**src/rtl/addressable_latch_8_seq.sv**
```systemverilog
// Serial/direct writer into an 8-line latch bank; optional parity beat via ADDRESSABLE_LATCH_8_SEQ_PARITY_EN.
// Latency: latch_out/demux_out change one cycle after the accepting edge; frame_done/err pulse the cycle after.
// Backpressure: in_ready is high only while a frame is open; in_valid low stalls the frame indefinitely.
module addressable_latch_8_seq #(
  parameter int MSB_FIRST = 0,
  parameter int FRAME_LEN = 8
) (
  input  logic       sysclk,
  input  logic       sys_rst,
  input  logic       clr,
  input  logic       wr,
  input  logic [2:0] wr_addr,
  input  logic       wr_bit,
  input  logic       start,
  input  logic       in_valid,
  input  logic       in_bit,
  output logic       in_ready,
  output logic [7:0] latch_out,
  output logic [7:0] demux_out,
  output logic [2:0] cur_addr,
  output logic       busy,
  output logic       frame_done,
  output logic       err,
  output logic       parity_err
);

  if (FRAME_LEN < 1 || FRAME_LEN > 8) begin : gFrameLenCheck
    $error("addressable_latch_8_seq: FRAME_LEN must be in 1..8");
  end

  localparam logic [2:0] START_ADDR = (MSB_FIRST != 0) ? 3'd7 : 3'd0;
  // stepping by 7 is a 3-bit decrement
  localparam logic [2:0] ADDR_STEP  = (MSB_FIRST != 0) ? 3'd7 : 3'd1;
  localparam logic [3:0] LAST_CNT   = 4'(FRAME_LEN - 1);

`ifdef ADDRESSABLE_LATCH_8_SEQ_PARITY_EN
  typedef enum logic [1:0] {IDLE, SHIFT, PAR} state_t;
`else
  typedef enum logic [1:0] {IDLE, SHIFT} state_t;
`endif

  state_t     stateQ;
  state_t     stateD;
  logic [3:0] bitCnt;
  logic       isIdle;
  logic       dataAccept;
  logic       lastBit;
  logic       frameEnd;
  logic       wrEn;
  logic [2:0] wrIdx;
  logic       wrVal;

  assign isIdle     = (stateQ == IDLE);
  assign dataAccept = in_valid && in_ready && (stateQ == SHIFT);
  assign lastBit    = dataAccept && (bitCnt == LAST_CNT);

`ifdef ADDRESSABLE_LATCH_8_SEQ_PARITY_EN
  logic parAcc;
  logic parAccept;

  assign parAccept = in_valid && in_ready && (stateQ == PAR);
  assign frameEnd  = parAccept;
`else
  assign frameEnd  = lastBit;
`endif

  always_ff @(posedge sysclk or posedge sys_rst) begin
    if (sys_rst) begin
      stateQ <= IDLE;
    end else begin
      stateQ <= stateD;
    end
  end

  always_comb begin
    stateD = stateQ;
    case (stateQ)
      IDLE:    if (start) stateD = SHIFT;
`ifdef ADDRESSABLE_LATCH_8_SEQ_PARITY_EN
      SHIFT:   if (lastBit) stateD = PAR;
      PAR:     if (parAccept) stateD = IDLE;
`else
      SHIFT:   if (lastBit) stateD = IDLE;
`endif
      default: stateD = IDLE;
    endcase
  end

  always_comb begin
    in_ready = 1'b0;
    busy     = 1'b0;
    if (stateQ != IDLE) begin
      in_ready = 1'b1;
      busy     = 1'b1;
    end
  end

  // A serial bit outranks a direct write; start in IDLE swallows a coincident wr.
  always_comb begin
    wrEn  = 1'b0;
    wrIdx = wr_addr;
    wrVal = wr_bit;
    if (dataAccept) begin
      wrEn  = 1'b1;
      wrIdx = cur_addr;
      wrVal = in_bit;
    end else if (isIdle && wr && !start) begin
      wrEn  = 1'b1;
    end
  end

  always_ff @(posedge sysclk or posedge sys_rst) begin
    if (sys_rst) begin
      latch_out <= 8'h00;
      demux_out <= 8'h00;
    end else if (clr) begin
      latch_out <= 8'h00;
      demux_out <= 8'h00;
    end else begin
      demux_out <= 8'h00;
      if (wrEn) begin
        latch_out[wrIdx] <= wrVal;
        demux_out[wrIdx] <= wrVal;
      end
    end
  end

  always_ff @(posedge sysclk or posedge sys_rst) begin
    if (sys_rst) begin
      cur_addr <= START_ADDR;
      bitCnt   <= 4'd0;
    end else if (isIdle && start) begin
      cur_addr <= START_ADDR;
      bitCnt   <= 4'd0;
    end else if (lastBit) begin
      cur_addr <= START_ADDR;
      bitCnt   <= 4'd0;
    end else if (dataAccept) begin
      cur_addr <= cur_addr + ADDR_STEP;
      bitCnt   <= bitCnt + 4'd1;
    end
  end

  always_ff @(posedge sysclk or posedge sys_rst) begin
    if (sys_rst) begin
      frame_done <= 1'b0;
      err        <= 1'b0;
    end else begin
      frame_done <= frameEnd;
      err        <= isIdle ? (start && wr) : (start || wr);
    end
  end

`ifdef ADDRESSABLE_LATCH_8_SEQ_PARITY_EN
  // parAcc is the XOR of data bits so far; a correct odd-parity bit is its complement
  always_ff @(posedge sysclk or posedge sys_rst) begin
    if (sys_rst) begin
      parAcc     <= 1'b0;
      parity_err <= 1'b0;
    end else begin
      parity_err <= parAccept && (in_bit == parAcc);
      if (isIdle && start) begin
        parAcc <= 1'b0;
      end else if (dataAccept) begin
        parAcc <= parAcc ^ in_bit;
      end
    end
  end
`else
  assign parity_err = 1'b0;
`endif

endmodule

```
**config.mk**
```make
export PLATFORM = sky130hd
export DESIGN_NAME = addressable_latch_8_seq
export DESIGN_NICKNAME = d
export VERILOG_FILES = /design/src/rtl/addressable_latch_8_seq.sv
export SDC_FILE = /design/constraint.sdc
export NUM_CORES = 1
export LEC_CHECK = 0
export CAP_MARGIN = 10
export CORE_MARGIN = 2
export CORE_UTILIZATION = 62
export CTS_BUF_LIST = sky130_fd_sc_hd__clkbuf_8
export DETAILED_ROUTE_END_ITERATION = 16
export DONT_BUFFER_PORTS = 1
export PLACE_DENSITY = 0.78
export RECOVER_POWER = 50
export SLEW_MARGIN = 5
export SYNTH_ARGS = -nofsm -noshare
export SYNTH_HDL_FRONTEND = slang
export SYNTH_SLANG_ARGS = --single-unit
```
**constraint.sdc**
```tcl
create_clock -name sysclk -period 2.4 [get_ports sysclk]
set_clock_uncertainty 0.15 [all_clocks]
set_input_delay 0.48 -clock sysclk [delete_from_list [all_inputs] [get_ports sysclk]]
set_output_delay 0.48 -clock sysclk [all_outputs]
set_load 0.05 [all_outputs]
```
-- Yosys cells after proc, flatten, opt, wreduce, memory -nomap -nowiden
Cells that the tools add are included.
- add/subtract/negate cells: 2
- equal/unequal tests: 4
- bitwise logic cells: 1
- reductions and logical operators: 15
- order comparisons: 2
- muxes and demuxes: 22
- operator list (operator ; number):
    $mux 8 ; 4
    $mux 3 ; 4
    $mux 4 ; 3
    $and 8x8->8 ; 1
    $bwmux 8 ; 1
    $logic_and 1x1->1 ; 8
    $mux 1 ; 6
    $add 4x1->4 const B ; 1
    $eq 4x3->1 const B ; 1
    $lt 3x4->1 const B ; 1
    $mux 2 ; 2
    $ne 2x2->1 const B ; 2
    $pmux 2 s2 ; 1
    $reduce_bool 2->1 ; 2
    $add 3x1->3 const B ; 1
    $demux 1 s3 ; 1
    $ge 3x1->1 const B ; 1
    $reduce_bool 3->1 ; 1
    $eq 2x1->1 const B ; 1
    $logic_not 2->1 ; 1
    $reduce_and 2->1 ; 1
    $logic_not 1->1 ; 1
    $logic_or 1x1->1 ; 1
- word-level logic and storage cells: 53
- input bits: 11
- output and inout bits: 24
- bits in registers: 27

-- Depth between registers and ports, before layout
- depth after elaboration: 12
- gate-level depth with buffers: 7
- depth with buffers taken out: 4

-- Worst setup path after synthesis
Ideal clock, no wire load.
- path kind: register to register
- start: register stateQ[0]
- end: register latch_out[0]
- arrival time: 1.497 ns
- data required time: 2.171 ns
- period minus slack after synthesis: 1.727 ns
- path slack: 0.673 ns
- library setup time: 0.079 ns
- cell stages (with the launch flop): 7
- path buffers: 2
- cell sequence: dfrtp_1 -> and2_1 -> buf_6 -> nand2_1 -> a21o_1 -> buf_6 -> mux2i_1
- cells in the longest elaborated chain, start to end: 12
- elaborated cells on any way between the ends: 21
- classes of those cells: order compare (2); eq/ne (1); mux (10); reduce/logical (8)
- RTL lines (what ; RTL line ; text):
    start, declared ; 42 ; state_t stateQ;
    start signal, assigned ; 71 ; stateQ <= stateD;
    $reduce_bool 2->1 ; 92 ; if (stateQ != IDLE) begin
    $mux 1 ; 92 ;
    $logic_and 1x1->1 (2 in a row) ; 54 ; assign dataAccept = in_valid && in_ready && (stateQ == SHIFT);
    $mux 3 ; 103 ; if (dataAccept) begin
    $lt 3x4->1 (not written as such) / $ge 3x1->1 (equally long branches) ; 122 ; latch_out[wrIdx] <= wrVal;
    $logic_and 1x1->1 (not written as such) ; 122 ;
    $mux 1 (not written as such) ; 122 ;
    $demux 1 s3 ; 122 ;
    $bwmux 8 ; 122 ;
    $mux 8 ; 121 ; if (wrEn) begin
    $mux 8 ; 116 ; end else if (clr) begin
    end signal, assigned by index ; 122 ;
    end, declared ; 18 ; output logic [7:0] latch_out,
Several ways; a longest one is shown, not always the timed one. The select of a mux whose other input is x is not followed.
A chain may end at the register's enable or synchronous reset.

-- Worst setup path after layout
- start: register cur_addr[0]
- end: register latch_out[5]
- cells in the longest elaborated chain, start to end: 8
- elaborated cells on any way between the ends: 9
- classes of those cells: order compare (2); mux (6); reduce/logical (1)
- RTL lines (what ; RTL line ; text):
    start, declared ; 20 ; output logic [2:0] cur_addr,
    start signal, assigned ; 139 ; cur_addr <= cur_addr + ADDR_STEP;
    $mux 3 * ; 103 ;
    $lt 3x4->1 (not written as such) / $ge 3x1->1 (equally long branches) ; 122 ;
    $logic_and 1x1->1 (not written as such) ; 122 ;
    $mux 1 (not written as such) ; 122 ;
    $demux 1 s3 * ; 122 ;
    $bwmux 8 * ; 122 ;
    $mux 8 * ; 121 ;
    $mux 8 * ; 116 ;
Every way passes the cells marked *; elsewhere a longest branch is shown, timed or not. The select of a mux whose other input is x is not followed.

==> key figures <==
Run status
  • Run status: finished clean

Clock network
  • TritonCTS Buffers: 3
  • Clock tree from TritonCTS: built
  • # Post-CTS Setup Buffers: 0
  • Buffer depth of the longest clock path: 2
  • CTS H-tree depth: 1
  • Post-CTS Hold Fix Bufs: 1
  • Reg clk slew, reported paths: 90 ps
  • Clk sinks: 26
  • Latest clock arrival within the worst-skew pair: 270 ps
  • Root buffer cell: clkbuf_8
  • Post_cts resized: 0

Placed design
  • DP Area: 0.00123 mm2
  • # port buffers: 0
  • Placed wire-length estimate: 1740 um
  • Placer congestion estimate: 0.785

Detailed routing
  • Vias per cell: 5.72
  • Via count: 841
  • Antenna Nets Post-Route: 0
  • Post-Route WL: 2400 um
  • 1st-pass router iterations: 4
  • # DRC: 0
  • DRT iter0 DRCs: 15
  • Drt wl/cell: 16.3 um

Cells and area
  • Fin area: 0.00130 mm2
  • Leading cell type in the layout, fill and taps excluded: dfrtp_1
  • Final #Nets: 134
  • Syn-to-layout area delta: 6.34%
  • Share of layout cells above drive strength 1: 0.0667
  • Diodes inserted: 0
  • Final core utilization: 0.684
  • Most frequent cells in the layout: 26 x dfrtp_1, 15 x nand2_1, 11 x nand2b_1, 10 x nor2_1, 9 x o21ai_0

STA
  • Max Slew Vio Count: 0
  • RSZ-0062 raised after global routing: false
  • Fin. Hold Viols: 0
  • Worst Tran Pin Value: 810 ps
  • Final TNS setup: 0 ps
  • Final period util: 0.796
  • Hold_ws: 209 ps
  • Final Setup Violations: 0
  • Fmax: 524 MHz
  • Max-slew headroom: 0.460
  • Min Tclk post-route: 1910 ps

Floorplan
  • Full die area: 0.00234 mm2
  • Chip height: 48.4 um
  • Site Rows: 16
  • I/O pin total: 35
  • Die width: 48.4 um
  • Core area: 0.00190 mm2
  • Starting Density: 0.643

Critical path
  • R2r setup slk: 490 ps
  • Setup crit start kind: flip-flop
  • Crit path DAT: 1900 ps
  • Kind of critical path: flip-flop to flip-flop
  • Slowest cell on crit path: clkbuf_1
  • Max Fanout on Critical Path: 6
  • Critical Path Sink Type: flip-flop
  • CP peak stage delay: 610 ps
  • Critical Path, Cell by Cell: clkbuf_1, nand3_1, o21ai_0, nand2_1, mux2i_1
  • CP required: 2390 ps

Yosys
  • Post-synthesis sequential area ratio: 0.532
  • Library cells used by synthesis: 29
  • Mapped Cells: 118
  • Post-synthesis cell area: 0.00122 mm2
  • Syn_area_per_cell: 10.4 um2
  • Syn nets: 131
  • Ys Warns: 0
  • Seq cells post-synth: 26

Global routing
  • Vias in the first global route: 810
  • GR Overflow Total: 0
  • Tot GR Track Use: 0.217
  • First-pass GRT wire length: 3850 um
  • Initial antenna violation count: 0
  • Largest net degree at the start of global routing: 27

Hold path
  • Min-Delay Path Class: input pin to flip-flop

Power
  • Overall Power: 1.45 mW
  • Leakage: 0.640 nW
  • Peak supply drop: 769 uV
  • P per Cell Area: 1110 mW/mm2

Run
  • Max-Cap Viols: 0
## synth_stat cells (all sizes together)
cell | count | area [um2]
dfrtp | 26 | 651
inv | 5 | 18.8
nor2b | 1 | 6.26
o41ai | 1 | 16.3
nor2 | 10 | 37.5
ha | 2 | 25.0
maj3 | 1 | 10.0
o31ai | 1 | 7.51
o21ai | 9 | 45.0
nand4 | 1 | 6.26
mux2i | 8 | 80.1
and2 | 1 | 6.26
conb | 1 | 3.75
nand3b | 2 | 15.0
or3 | 1 | 6.26
a31oi | 1 | 6.26
a21oi | 5 | 28.8
nand2 | 15 | 56.3
nand4b | 2 | 17.5
a211o | 1 | 8.76
nand2b | 11 | 68.8
buf | 6 | 53.8
and3 | 1 | 6.26
a21o | 2 | 15.0
nand3 | 2 | 10.0
a22o | 2 | 17.5
## cell type report
| class | count | area (um2) |
|---|---|---|
| clock buffers | 3 | 41.3 |
| multi-input cells | 81 | 500 |
| clock inverters | 1 | 30.0 |
| inverters | 5 | 18.8 |
| flip-flops and latches | 26 | 651 |
| fillers | 152 | 601 |
| repair buffers | 4 | 26.3 |
| well taps | 27 | 33.8 |
## through the flow
step                std cells  setup WS [ps]
finish                    147            490
detailed placement        142            653
global route              147            374
floorplan                 118            673
global placement          142            731
CTS                       147            543
## where the power goes
| group | total, mW | switching, mW | internal, mW |
|---|---|---|---|
| Sequential | 0.730 | 0.218 | 0.513 |
| Combinational | 0.354 | 0.223 | 0.131 |
| Clock | 0.365 | 0.142 | 0.223 |
| Total | 1.45 | 0.582 | 0.867 |
## kinds of logic after synthesis
kind of cell             after synthesis  share of synthesized area
multiplexers                           8                     0.0654
adder cells (fa/ha/maj)                3                     0.0286
AO/OA/AOI/OAI                         22                      0.119
flip-flops                            26                      0.532
other                                  1                    0.00306
buffers and inverters                 11                     0.0593
AND/OR/NAND/NOR                       47                      0.193
## critical path: cells and delay by family, from the launching register on
kind	cells	cell delay [ps]
buffers and inverters	1	610
flip-flops	1	330
AND/OR/NAND/NOR	2	300
AO/OA/AOI/OAI	1	230
multiplexers	1	160
## final timing paths
kind	to	start	cells after the start
setup / recovery	latch_out[5]$_DFFE_PP0P_	cur_addr[0]$_DFFE_PP0P_	5
hold / removal	stateQ[0]$_DFFE_PP0P_	start	2
setup reg to reg	latch_out[5]$_DFFE_PP0P_	cur_addr[0]$_DFFE_PP0P_	5
hold reg to reg	bitCnt[2]$_DFFE_PP0P_	bitCnt[2]$_DFFE_PP0P_	1
max in group asynchronous	bitCnt[3]$_DFFE_PP0P_	sys_rst	3
min in group asynchronous	bitCnt[2]$_DFFE_PP0P_	sys_rst	3
## flip-flops by register name, summed over array words and instances (netlist names)
name,count
cur_addr,3
err,1
demux_out,8
bitCnt,4
latch_out,8
stateQ,1
frame_done,1
## per-layer routing
metal  GRT usage  vias up  routed length (um)
li1            -      400                   -
met1       0.285      392                1030
met2       0.333       44                1090
met3      0.0741        5                 237
met4      0.0905        0                  42
met5           0        -                   0
(Power assumes the default switching activity.)
